--- src/rtl/y86_pkg.sv ---
`default_nettype none
// ============================================================================
// Module      : y86_pkg
// Description : Shared Y86-64 constants and the W pipeline register layout.
// Revision    : 1.0 - initial release
// ============================================================================
package y86_pkg;

    // Instruction codes
    localparam logic [3:0] c_IHALT   = 4'h0;
    localparam logic [3:0] c_INOP    = 4'h1;
    localparam logic [3:0] c_IRRMOVQ = 4'h2;
    localparam logic [3:0] c_IIRMOVQ = 4'h3;
    localparam logic [3:0] c_IRMMOVQ = 4'h4;
    localparam logic [3:0] c_IMRMOVQ = 4'h5;
    localparam logic [3:0] c_IOPQ    = 4'h6;
    localparam logic [3:0] c_IJXX    = 4'h7;
    localparam logic [3:0] c_ICALL   = 4'h8;
    localparam logic [3:0] c_IRET    = 4'h9;
    localparam logic [3:0] c_IPUSHQ  = 4'hA;
    localparam logic [3:0] c_IPOPQ   = 4'hB;

    // Status encodings
    localparam logic [2:0] c_SAOK = 3'd1;
    localparam logic [2:0] c_SHLT = 3'd2;
    localparam logic [2:0] c_SADR = 3'd3;
    localparam logic [2:0] c_SINS = 3'd4;

    // Register identifiers
    localparam logic [3:0] c_RNONE = 4'hF;
    localparam logic [3:0] c_RRSP  = 4'h4;

    // W pipeline register contents
    typedef struct packed {
        logic [3:0]  icode;
        logic [2:0]  stat;
        logic [63:0] valE;
        logic [63:0] valM;
        logic [3:0]  dstE;
        logic [3:0]  dstM;
        logic        valid;
    } w_reg_t;

    // Bubble: a nop that writes nothing and never retires
    localparam w_reg_t c_W_BUBBLE = '{
        icode : c_INOP,
        stat  : c_SAOK,
        valE  : 64'd0,
        valM  : 64'd0,
        dstE  : c_RNONE,
        dstM  : c_RNONE,
        valid : 1'b0
    };

endpackage
`default_nettype wire

--- src/rtl/pipe_w_reg.sv ---
`default_nettype none
// ============================================================================
// Module      : pipe_w_reg
// Description : W pipeline register with stall, bubble and freeze controls.
// Revision    : 1.0 - initial release
// ============================================================================
module pipe_w_reg
    import y86_pkg::*;
(
    input  logic   clk,
    input  logic   rst_n,
    input  logic   stall,
    input  logic   bubble,
    input  logic   freeze,
    input  w_reg_t d,
    output w_reg_t q
);

    w_reg_t r_w;

    // Capture the memory stage; stall and freeze hold, bubble inserts a nop
    always_ff @(posedge clk or negedge rst_n) begin
        if (!rst_n) begin
            r_w <= c_W_BUBBLE;
        end else if (stall || freeze) begin
            r_w <= r_w;
        end else if (bubble) begin
            r_w <= c_W_BUBBLE;
        end else begin
            r_w <= d;
        end
    end

    assign q = r_w;

endmodule
`default_nettype wire

--- src/rtl/pipe_writeback.sv ---
`default_nettype none
// ============================================================================
// Module      : pipe_writeback
// Description : Y86-64 write-back stage: W register, register-file write
//               enables, RUN/HALT status machine and retired counter.
// Revision    : 1.0 - initial release
// ============================================================================
module pipe_writeback
    import y86_pkg::*;
(
    input  logic        clk,
    input  logic        rst_n,
    input  logic [3:0]  m_icode,
    input  logic [2:0]  m_stat,
    input  logic [63:0] m_valE,
    input  logic [63:0] m_valM,
    input  logic [3:0]  m_dstE,
    input  logic [3:0]  m_dstM,
    input  logic        W_stall,
    input  logic        W_bubble,
    output logic        weE,
    output logic [3:0]  dstE,
    output logic [63:0] valE,
    output logic        weM,
    output logic [3:0]  dstM,
    output logic [63:0] valM,
    output logic [2:0]  stat,
    output logic        halted,
    output logic [31:0] retired
);

    localparam logic [0:0] c_ST_RUN  = 1'b0;
    localparam logic [0:0] c_ST_HALT = 1'b1;

    w_reg_t      w_m_in;
    w_reg_t      w_w;
    logic [0:0]  r_state;
    logic [2:0]  r_halt_stat;
    logic [31:0] r_retired;
    logic        w_run;
    logic        w_fault;
    logic        w_ok;
    logic        w_freeze;
    logic        w_retire;
    logic        w_unused_icode;

    assign w_m_in = '{
        icode : m_icode,
        stat  : m_stat,
        valE  : m_valE,
        valM  : m_valM,
        dstE  : m_dstE,
        dstM  : m_dstM,
        valid : 1'b1
    };

    // A faulting instruction stays in W so the halt state reflects it
    assign w_run    = (r_state == c_ST_RUN);
    assign w_fault  = w_w.valid && (w_w.stat != c_SAOK);
    assign w_ok     = w_w.valid && (w_w.stat == c_SAOK) && w_run;
    assign w_freeze = !w_run || w_fault;

    pipe_w_reg u_w_reg (
        .clk    (clk),
        .rst_n  (rst_n),
        .stall  (W_stall),
        .bubble (W_bubble),
        .freeze (w_freeze),
        .d      (w_m_in),
        .q      (w_w)
    );

    assign dstE = w_w.dstE;
    assign dstM = w_w.dstM;
    assign valE = w_w.valE;
    assign valM = w_w.valM;

    // Same destination on both ports: the M port wins (popq %rsp)
    assign weE = w_ok && (w_w.dstE != c_RNONE) && (w_w.dstE != w_w.dstM);
    assign weM = w_ok && (w_w.dstM != c_RNONE);

    // A stalled instruction retires only on the edge it leaves W
    assign w_retire = w_ok && !W_stall;

    // RUN/HALT machine; latches the faulting status on the transition
    always_ff @(posedge clk or negedge rst_n) begin
        if (!rst_n) begin
            r_state     <= c_ST_RUN;
            r_halt_stat <= c_SAOK;
        end else begin
            case (r_state)
                c_ST_RUN: begin
                    if (w_fault) begin
                        r_state     <= c_ST_HALT;
                        r_halt_stat <= w_w.stat;
                    end
                end
                default: begin
                    r_state     <= c_ST_HALT;
                    r_halt_stat <= r_halt_stat;
                end
            endcase
        end
    end

    // Saturating count of retired instructions
    always_ff @(posedge clk or negedge rst_n) begin
        if (!rst_n) begin
            r_retired <= 32'd0;
        end else if (w_retire && (r_retired != 32'hFFFF_FFFF)) begin
            r_retired <= r_retired + 32'd1;
        end
    end

    assign stat    = w_run ? w_w.stat : r_halt_stat;
    assign halted  = (r_state == c_ST_HALT);
    assign retired = r_retired;

    // icode travels with the instruction but does not affect write-back
    assign w_unused_icode = ^w_w.icode;

endmodule
`default_nettype wire

--- config.mk ---
export PLATFORM = sky130hd
export DESIGN_NAME = pipe_writeback
export DESIGN_NICKNAME = d
export VERILOG_FILES = /design/src/rtl/y86_pkg.sv /design/src/rtl/pipe_w_reg.sv /design/src/rtl/pipe_writeback.sv
export SDC_FILE = /design/constraint.sdc
export NUM_CORES = 1
export LEC_CHECK = 0
export CAP_MARGIN = 10
export CORE_ASPECT_RATIO = 1.75
export CORE_MARGIN = 3
export CORE_UTILIZATION = 31
export CTS_CLUSTER_SIZE = 30
export DETAILED_ROUTE_END_ITERATION = 16
export SLEW_MARGIN = 20
export SYNTH_ARGS = -nofsm -noshare
export SYNTH_HDL_FRONTEND = slang
export SYNTH_SLANG_ARGS = --single-unit
--- constraint.sdc ---
create_clock -name clk -period 3.4 [get_ports clk]
set_clock_uncertainty 0.05 [all_clocks]
set_input_delay 1.02 -clock clk [delete_from_list [all_inputs] [get_ports clk]]
set_output_delay 1.02 -clock clk [all_outputs]
set_load 0.05 [all_outputs]
==> summary.md, run 1 <==
| Metric | Value |
|---|---|
| Outcome | `completed` |
| Max-cap violation count | `0` |
| Number of distinct library cells after synthesis | `37` |
| Wire length of the first global-routing pass | `35800 um` |
| Clock slew at the register clock pins of the worst setup and hold paths | `70 ps` |
| Resize count post-CTS | `0` |
| Total Routing Usage GR | `15.5%` |
| Die height | `227 um` |
| Count of standard-cell rows | `80` |
| Setup slack of the critical path after layout | `250 ps` |
| Final HPWL DP | `17100 um` |
| Fillers | `2682` |
| DRC violations left | `0` |
| Post-Synthesis Mean Instance Area | `9.54 um2` |
| Via count of the routed design | `6236` |
| Antenna cells | `0` |
| Clk Tree Root Cell | `clkbuf_16` |
| Setup WS pre-CTS | `372 ps` |
| Final-stage net count | `1216` |
| Overall die area | `0.0299 mm2` |
| Finish-stage setup viols | `0` |
| Static leakage power | `4.95 nW` |
| Top_reg_cell synth | `dfrtp_1` |
| Worst IR drop on VDD | `398 uV` |
| Latest clock arrival within the worst-skew pair | `440 ps` |
| Routability congestion estimate | `0.780` |
| Footprint of the flip-flops and latches | `0.00442 mm2` |
| Cell with the largest stage delay on the worst path | `clkdlybuf4s50_1` |
| Unrepaired setup endpoints after global routing | `no` |
| Max-slew headroom | `31.0%` |
| Post-Synthesis Cells | `904` |
| Count of buffers from port buffering | `316` |
| Critical path, cell by cell | `inv_1, o21ai_0, clkdlybuf4s50_1` |
| Ys Warns | `0` |
| Data required time at the worst endpoint | `2330 ps` |
| Violation count after the first detailed-routing iteration | `250` |
| H-tree depth | `4` |
| Cell types occupying the most area after synthesis | `dfrtp_1 48%, buf_4 12%, nand2b_1 9.6%` |
| Met3 wire len | `1180 um` |
| Portion of the post-synthesis area used by sequential elements | `51.2%` |
| Antenna violations before repair | `0` |
| Total number of clock tree sinks | `176` |
| Vias per cell | `4.30` |
| Upper clock frequency limit | `318 MHz` |
| Share of cells above drive strength 1 | `6.94%` |
| Synthesized Nets | `1052` |
| Number of buffers created by CTS | `17` |
| Routed metal-1 wirelength | `8310 um` |
| Ys async rst share | `100%` |
| Synth-to-Final Area Change | `37.5%` |
| Finished Layout Cells | `1450` |
| Initial Utilization | `31.6%` |
| Largest net degree at the start of global routing | `69` |
| Endpoint type of the worst setup path | `output port` |
| Die width | `132 um` |
| Final critical delay including setup and external delays | `3150 ps` |
| Setup Fix Bufs, Post-CTS | `0` |
| EDFF count, synth | `0` |
| Post-route clock period utilization | `92.6%` |
| Hold violation count in the final report | `0` |
| Wire length per cell | `15.7 um` |
| Summed instance area of the synthesized netlist | `0.00862 mm2` |
| Worst Setup Start Kind | `flip-flop` |
| Post-cts hold buffer count | `0` |
| Count of boundary I/O pins | `321` |
| TritonCTS clock tree | `yes` |
| Total Wirelength | `22800 um` |
| Pwr/cell area | `880 mW/mm2` |
| Routed wire length on met2 | `12700 um` |
| Antenna Violating Nets Remaining | `0` |
| Placed cell count | `1418` |
| Max-slew violations | `0` |
| Via count of the first global-routing pass | `6375` |
| Arrival time of data at the critical path endpoint | `2080 ps` |
| Class of the tightest hold or removal check | `flip-flop to flip-flop` |
| Largest incremental delay on the critical path | `880 ps` |
| Area leader, netlist | `dfrtp_1` |
| Highest metal layer used by the detailed router | `met4` |
| Actual transition at the worst max-transition pin | `1030 ps` |
| Remaining Overflow, GRT | `0` |
| Core outline area | `0.0273 mm2` |
| Maximum buffer depth of the clock tree | `2` |
| Footprint of the multi-input gates | `0.00299 mm2` |
| #FFs+latches synth | `176` |
| Crit Path Class | `flip-flop to output port` |
| Number of detailed-route iterations in the first pass | `4` |
| Worst-path maximum fanout | `5` |
| Yosys top cell area share | `48.2%` |
| Final setup TNS | `0 ps` |
[cell families (layout without fill, tap and decap cells)]
logic type,after synthesis,in the layout,share of synthesized area [%]
AOI/OAI and AO/OA,151,151,9.36
xor gates and xnor gates,35,35,3.55
adders and majority gates,1,1,0.145
buffers and inverters,184,361,14.2
DFF,176,176,51.2
muxes,3,3,0.392
and+or+nand+nor,354,354,21.1
[through the flow]
stage | area, um2 | hold slack, ps | power, mW | utilization, %
4_1_cts | 11900 | 435 | 10.6 | 43.4
5_1_grt | 11900 | 450 | 10.9 | 43.4
6_report | 11900 | 427 | 10.4 | 43.4
3_3_place_gp | 11200 | 411 | 8.26 | 41.0
2_1_floorplan | 8630 | 401 | 7.32 | -
3_5_place_dp | 11200 | 419 | 8.33 | 41.0
[final timing paths]
path | endpoint | from | slack, ps | depth (start not counted)
max | stat[0] | u_w_reg.q[137] | 250 | 3
min | u_w_reg.q[88] | u_w_reg.q[88] | 430 | 2
max reg2reg | retired[4] | retired[27] | 990 | 5
min reg2reg | u_w_reg.q[88] | u_w_reg.q[88] | 430 | 2
max in group asynchronous | retired[13] | rst_n | 2060 | 2
min in group asynchronous | u_w_reg.q[81] | rst_n | 500 | 1
[cell usage after synthesis, types with 2 or more instances]
library cell  number
nor2_1            18
dfstp_2           10
nand4_1           17
and4_1             5
a21oi_1            2
nor4_2             2
dfrtp_1          166
or2_2              2
clkbuf_1          33
mux2_2             3
nand2b_1         132
xnor2_1           22
nand3_1            9
buf_4            136
nor4_1             2
buf_2             13
xor2_1            13
o21ai_0          142
nand2_1          150
and3_1             7
nor3_1             4
[worst max-delay path: cells and delay by family (launching register included)]
kind / cells / cell delay [ps]
DFF: 1 / 530
buffers and inverters: 2 / 950
AOI/OAI and AO/OA: 1 / 150
[cell usage in the layout, fill, tap and decap left out, types with 4 or more instances in the layout]
cell / count
buf_12: 6
bufinv_16: 5
nor2_1: 18
nand2b_1: 132
nor3_1: 4
buf_4: 9
nand2_1: 150
nand4_1: 17
xor2_1: 13
clkbuf_16: 17
and4_1: 5
nand3_1: 9
dfstp_2: 10
dfrtp_1: 166
xnor2_1: 22
and3_1: 7
clkdlybuf4s50_1: 312
o21ai_0: 142
[cell type report]
class,instances,share of cell area [%]
inverters,1,0.0317
clock buffers,19,3.82
flip-flops and latches,176,37.2
repair buffers,328,28.0
multi-input cells,544,25.2
well taps,369,3.89
clock inverters,13,1.76
[power by group]
part	internal, mW	switching [mW]	total, mW
Sequential	2.85	0.418	3.26
Clock	1.34	0.864	2.21
Combinational	1.61	3.34	4.96
[sequential cells by signal (all words and copies together) (netlist names)]
register and count:
halted 1, r_halt_stat 3, retired 32, u_w_reg.q 140
[metal layers]
layer  up-vias  global-route usage, %
li1       3134                      -
met1      2889                   16.2
met2       184                   28.8
met3        29                   3.69
met4         0                   7.49
met5         -                      0
Power figures use the tool's default switching activity.
==> run 2: changes to the inputs <==
--- a/config.mk
+++ b/config.mk
@@ -8,9 +8,10 @@
 export CAP_MARGIN = 10
 export CORE_ASPECT_RATIO = 1.75
 export CORE_MARGIN = 3
-export CORE_UTILIZATION = 31
+export CORE_UTILIZATION = 45
 export CTS_CLUSTER_SIZE = 30
 export DETAILED_ROUTE_END_ITERATION = 16
+export PLACE_DENSITY = 0.81
 export SLEW_MARGIN = 20
 export SYNTH_ARGS = -nofsm -noshare
 export SYNTH_HDL_FRONTEND = slang
==> constraint.sdc (replaced) <==
create_clock -name clk -period 2.9 [get_ports clk]
set_clock_uncertainty 0.05 [all_clocks]
set_input_delay 0.87 -clock clk [delete_from_list [all_inputs] [get_ports clk]]
set_output_delay 0.87 -clock clk [all_outputs]
set_load 0.05 [all_outputs]
==> run 2 against run 1 <==
Effect of this change:
- final cell count fell by 9.0%
- critical path depth did not move
- non-clock buffer count did not move
- worst hold slack got worse by 67 ps
- clock-buffer cell count rose by 4
- first-iteration DRC count fell by 30%
- critical endpoint is now weE
- combinational power rose by 16%
- via count rose by 0.80%
- final area fell by 1.7%
- largest cell class unchanged
- clock power rose by 8%
==> summary.md, run 2 (synthesized netlist as in run 1, its figures left out) <==
| Metric | Value |
|---|---|
| Outcome | `completed` |
| Upper clock frequency limit | `356 MHz` |
| Core outline area | `0.0187 mm2` |
| Final-stage net count | `1216` |
| Finish-stage setup viols | `0` |
| Internal Dissipation | `6.64 mW` |
| Via count of the first global-routing pass | `6461` |
| Setup slack of the critical path after layout | `92.6 ps` |
| Die width | `111 um` |
| Number of flip-flops under the largest register name | `140` |
| Maximum buffer depth of the clock tree | `2` |
| Setup WS pre-CTS | `121 ps` |
| Crit. Startpoint | `u_w_reg.q[137]` |
| Final setup TNS | `0 ps` |
| Initial Utilization | `46.0%` |
| Worst IR drop on VDD | `598 uV` |
| Clock slew at the register clock pins of the worst setup and hold paths | `70 ps` |
| Most common cell after layout, fill and taps aside | `clkdlybuf4s50_1` |
| Post-cts hold buffer count | `0` |
| Finished Layout Cells | `1319` |
| Net switching component of the power | `5.35 mW` |
| Placed cell count | `1287` |
| H-tree depth | `4` |
| Wire length per cell | `15.8 um` |
| Wire length of the first global-routing pass | `34100 um` |
| Start of the worst register-to-register path | `u_w_reg.q[137]` |
| Data required time at the worst endpoint | `1980 ps` |
| Fillers | `1565` |
| Largest net degree at the start of global routing | `141` |
| Class of the tightest hold or removal check | `primary input to async pin` |
| Reg2reg path depth | `6` |
| Arrival time of data at the critical path endpoint | `1890 ps` |
| Count of buffers from port buffering | `316` |
| TritonCTS clock tree | `yes` |
| Clk Tree Root Cell | `clkbuf_16` |
| Die height | `189 um` |
| Final HPWL DP | `15300 um` |
| Combinational share of power | `48.1%` |
| Most used cells in the layout excluding fill and tap cells | `309 x clkdlybuf4s50_1, 166 x dfrtp_1, 150 x nand2_1` |
| Via count of the routed design | `6286` |
| Count of standard-cell rows | `66` |
| Sequential fraction of design power | `32.0%` |
| Count of boundary I/O pins | `321` |
| Antenna cells | `0` |
| Remaining Overflow, GRT | `0` |
| Max-slew violations | `0` |
| Max-slew headroom | `57.3%` |
| Worst-path maximum fanout | `4` |
| Footprint of the flip-flops and latches | `0.00442 mm2` |
| Latest clock arrival within the worst-skew pair | `420 ps` |
| Proportion of power drawn by the clock network | `19.9%` |
| Number of detailed-route iterations in the first pass | `7` |
| Capture instance of the worst register-to-register path | `retired[18]` |
| Total power consumption of the routed design | `12.0 mW` |
| Antenna Violating Nets Remaining | `0` |
| Number of buffers created by CTS | `17` |
| R2R setup slack | `550 ps` |
| Total Routing Usage GR | `20.2%` |
| DRC violations left | `0` |
| Max-cap violation count | `0` |
| Footprint of the multi-input gates | `0.00300 mm2` |
| Crit Path Class | `flip-flop to output port` |
| Final critical delay including setup and external delays | `2810 ps` |
| Total number of clock tree sinks | `176` |
| Critical Path End | `weE` |
| Overall die area | `0.0209 mm2` |
| Synth-to-Final Area Change | `35.1%` |
| Actual transition at the worst max-transition pin | `636 ps` |
| Pwr/cell area | `1030 mW/mm2` |
| Final standard cell utilization of the core | `62.2%` |
| Endpoint type of the worst setup path | `output port` |
| Worst Setup Start Kind | `flip-flop` |
| Switching Share | `44.6%` |
| Static leakage power | `4.93 nW` |
| Total Wirelength | `20900 um` |
| Routability congestion estimate | `0.855` |
| Setup Fix Bufs, Post-CTS | `0` |
| Hold violation count in the final report | `0` |
| Post-route clock period utilization | `96.8%` |
| Vias per cell | `4.77` |
| Unrepaired setup endpoints after global routing | `no` |
| Share of cells above drive strength 1 | `6.85%` |
| Antenna violations before repair | `0` |
| Violation count after the first detailed-routing iteration | `176` |
## run 2: worst min path at each step
stage                         startpoint        endpoint  slack (ps)  cells past startpoint
after global placement     u_w_reg.q[73]   u_w_reg.q[73]         410                      2
after CTS                          rst_n     retired[20]         370                      1
final                              rst_n     retired[26]         360                      1
after floorplan           u_w_reg.q[100]  u_w_reg.q[100]         400                      2
after detailed placement  u_w_reg.q[132]  u_w_reg.q[132]         420                      2
after global routing               rst_n     retired[17]         390                      1
## run 2: layout make-up
type / instances / area share [%]
clock buffer: 23 / 4.10
clock inverter: 9 / 1.14
inverter: 1 / 0.0322
multi-input combinational: 544 / 25.7
sequential: 176 / 37.9
tap: 238 / 2.56
timing repair buffer: 328 / 28.6
## run 2: per-stage QoR
stage                     hold WS, ps  instance area [um2]
final                             361                11700
after detailed placement          419                11000
after floorplan                   401                 8640
after CTS                         369                11700
after global routing              387                11700
after global placement            410                11000
## run 2: worst max-delay path: stages, from the launching register on
cell and delay (ps):
dfstp_2 520, or3b_4 410, nor4_2 360, buf_12 190
## run 2: metal layers
metal,wire length [um],global-route usage [%],up-vias
met5,0,0,-
met2,11000,35.5,201
li1,-,-,3123
met1,8040,23.2,2918
met4,805,9.15,0
met3,1040,4.96,44
## run 2: repair_timing
| item | 4_1_cts | 5_1_grt |
|---|---|---|
| endpoints found under the hold margin | 0 | 0 |
| endpoints found under the setup margin | 2 | 0 |
| gates resized for setup | 2 | 0 |
## run 2: power by group through the flow
stage	clock network (mW)	logic (mW)	registers [mW]
5_1_grt	2.55	6.07	3.97
4_1_cts	2.45	5.83	3.85
3_3_place_gp	0	5.77	3.84
6_report	2.38	5.77	3.84
2_1_floorplan	0	4.76	3.82
3_5_place_dp	0	5.83	3.89
==> run 3: changes to the inputs <==
--- a/config.mk
+++ b/config.mk
@@ -8,10 +8,11 @@
 export CAP_MARGIN = 10
 export CORE_ASPECT_RATIO = 1.75
 export CORE_MARGIN = 3
-export CORE_UTILIZATION = 45
+export CORE_UTILIZATION = 46
+export CTS_BUF_LIST = sky130_fd_sc_hd__clkbuf_8
 export CTS_CLUSTER_SIZE = 30
 export DETAILED_ROUTE_END_ITERATION = 16
-export PLACE_DENSITY = 0.81
+export PLACE_DENSITY = 0.83
 export SLEW_MARGIN = 20
 export SYNTH_ARGS = -nofsm -noshare
 export SYNTH_HDL_FRONTEND = slang
==> run 3 against run 2 <==
Effect of this change:
- clock-buffer cell count is 4 lower
- global-route usage is 0.84 points higher
- register-to-register slack worse by 40 ps
- largest power group unchanged
- wire length is 0.82% higher
- die area is 2.1% lower
- fmax is 0.45% higher
- sequential share of layout area is 0.81 points higher
- via count is 1.0% higher
- non-clock buffer count is 1 lower
- combinational power hardly changed
==> summary.md, run 3 (synthesized netlist as in run 1, its figures left out) <==
| Metric | Value |
|---|---|
| Max-slew headroom | `59.5%` |
| Final critical delay including setup and external delays | `2790 ps` |
| Wire length per cell | `16.0 um` |
| Die height | `187 um` |
| Most common cell after layout, fill and taps aside | `clkdlybuf4s50_1` |
| Latest clock arrival within the worst-skew pair | `440 ps` |
| Total power consumption of the routed design | `11.2 mW` |
| Die width | `110 um` |
| Data required time at the worst endpoint | `1980 ps` |
| TritonCTS clock tree | `yes` |
| Cell with the largest stage delay on the worst path | `clkdlybuf4s50_1` |
| Initial Utilization | `47.3%` |
| Final setup TNS | `0 ps` |
| Synth-to-Final Area Change | `32.3%` |
| Max-cap violation count | `0` |
| Total Routing Usage GR | `21.1%` |
| Static leakage power | `4.83 nW` |
| H-tree depth | `4` |
| Fillers | `1495` |
| Finished Layout Cells | `1313` |
| Final HPWL DP | `15600 um` |
| Pwr/cell area | `982 mW/mm2` |
| Footprint of the flip-flops and latches | `0.00442 mm2` |
| Clock slew at the register clock pins of the worst setup and hold paths | `90 ps` |
| Placed cell count | `1282` |
| Count of boundary I/O pins | `321` |
| Worst Setup Start Kind | `flip-flop` |
| Count of standard-cell rows | `65` |
| Via count of the first global-routing pass | `6385` |
| Antenna violations before repair | `0` |
| Violation count after the first detailed-routing iteration | `213` |
| Largest incremental delay on the critical path | `880 ps` |
| Footprint of the multi-input gates | `0.00301 mm2` |
| Wire length of the first global-routing pass | `33800 um` |
| Upper clock frequency limit | `358 MHz` |
| Antenna cells | `0` |
| Maximum buffer depth of the clock tree | `2` |
| Post-route clock period utilization | `96.4%` |
| Number of flip-flops under the largest register name | `140` |
| Setup slack of the critical path after layout | `105 ps` |
| Share of cells above drive strength 1 | `6.58%` |
| Via count of the routed design | `6349` |
| Final-stage net count | `1215` |
| Endpoint type of the worst setup path | `output port` |
| Worst-path maximum fanout | `4` |
| Antenna Violating Nets Remaining | `0` |
| Outcome | `completed` |
| Clk Tree Root Cell | `clkbuf_8` |
| Actual transition at the worst max-transition pin | `602 ps` |
| Core outline area | `0.0182 mm2` |
| DRC violations left | `0` |
| Total Wirelength | `21100 um` |
| Largest net degree at the start of global routing | `141` |
| Arrival time of data at the critical path endpoint | `1870 ps` |
| Class of the tightest hold or removal check | `primary input to async pin` |
| Number of buffers created by CTS | `17` |
| Overall die area | `0.0205 mm2` |
| Vias per cell | `4.84` |
| Remaining Overflow, GRT | `0` |
| Unrepaired setup endpoints after global routing | `no` |
| Count of buffers from port buffering | `316` |
| Max-slew violations | `0` |
| Worst IR drop on VDD | `603 uV` |
| Dominant delay contributor by cell family on the critical path | `buffers and inverters` |
| Most used cells in the layout excluding fill and tap cells | `309 x clkdlybuf4s50_1, 166 x dfrtp_1, 150 x nand2_1` |
| Number of detailed-route iterations in the first pass | `4` |
| Routability congestion estimate | `0.826` |
| Total number of clock tree sinks | `176` |
| Setup WS pre-CTS | `71.6 ps` |
| Number of buffers and inverters on the critical path | `1` |
| Hold violation count in the final report | `0` |
| Finish-stage setup viols | `0` |
| Critical path, cell by cell | `clkdlybuf4s50_1` |
| Crit Path Class | `flip-flop to output port` |
[run 3: cell count changes in the layout (fill, tap and decap cells not counted), sizes merged]
| cell | change |
|---|---|
| clkbuf | -4 |
| inv | +4 |
| bufinv | -2 |
| buf | -1 |
| clkinvlp | +1 |
[run 3: layer usage]
metal	part of all wire (%)	routed length (um)	track usage (%)
met1	37	7700	23.6
met2	54	11400	37.6
met5	0	0	0
met4	2.7	564	7.63
met3	6.7	1410	5.56
[run 3: final timing paths]
| path | depth (start not counted) | end | slack, ps | startpoint |
|---|---|---|---|---|
| setup / recovery | 1 | dstE[2] | 110 | u_w_reg.q[7] |
| hold / removal | 1 | u_w_reg.q[54] | 320 | rst_n |
| setup reg to reg | 6 | retired[18] | 510 | u_w_reg.q[137] |
| hold reg to reg | 2 | u_w_reg.q[78] | 430 | u_w_reg.q[78] |
| max in group asynchronous | 2 | u_w_reg.q[3] | 1740 | rst_n |
| min in group clk | 2 | u_w_reg.q[78] | 430 | u_w_reg.q[78] |
[run 3: where the power goes]
part	leakage, nW	total, mW	switching, mW	internal, mW
clock	0.177	1.59	0.879	0.709
combinational	2.36	5.80	3.92	1.88
sequential	2.29	3.82	0.486	3.33
total	4.83	11.2	5.29	5.92
[run 3: cell type report]
type	instances	share of cell area [%]
Clock buffer	19	2.29
Clock inverter	12	0.866
Inverter	1	0.0329
Multi-Input combinational cell	544	26.3
Sequential cell	176	38.7
Tap cell	234	2.57
Timing Repair Buffer	327	29.2
[run 3: per-stage QoR]
stage	utilization [%]	hold WS [ps]	area (um2)
global placement	60.6	410	11000
global route	62.6	310	11400
floorplan	-	401	8640
finish	62.6	321	11400
CTS	62.6	307	11400
detailed placement	60.6	419	11000
[run 3: repair_timing]
action,4_1_cts,5_1_grt
hold buffers,0,0
setup buffers,0,0
resized for setup,2,1
endpoints found under the setup margin,2,1
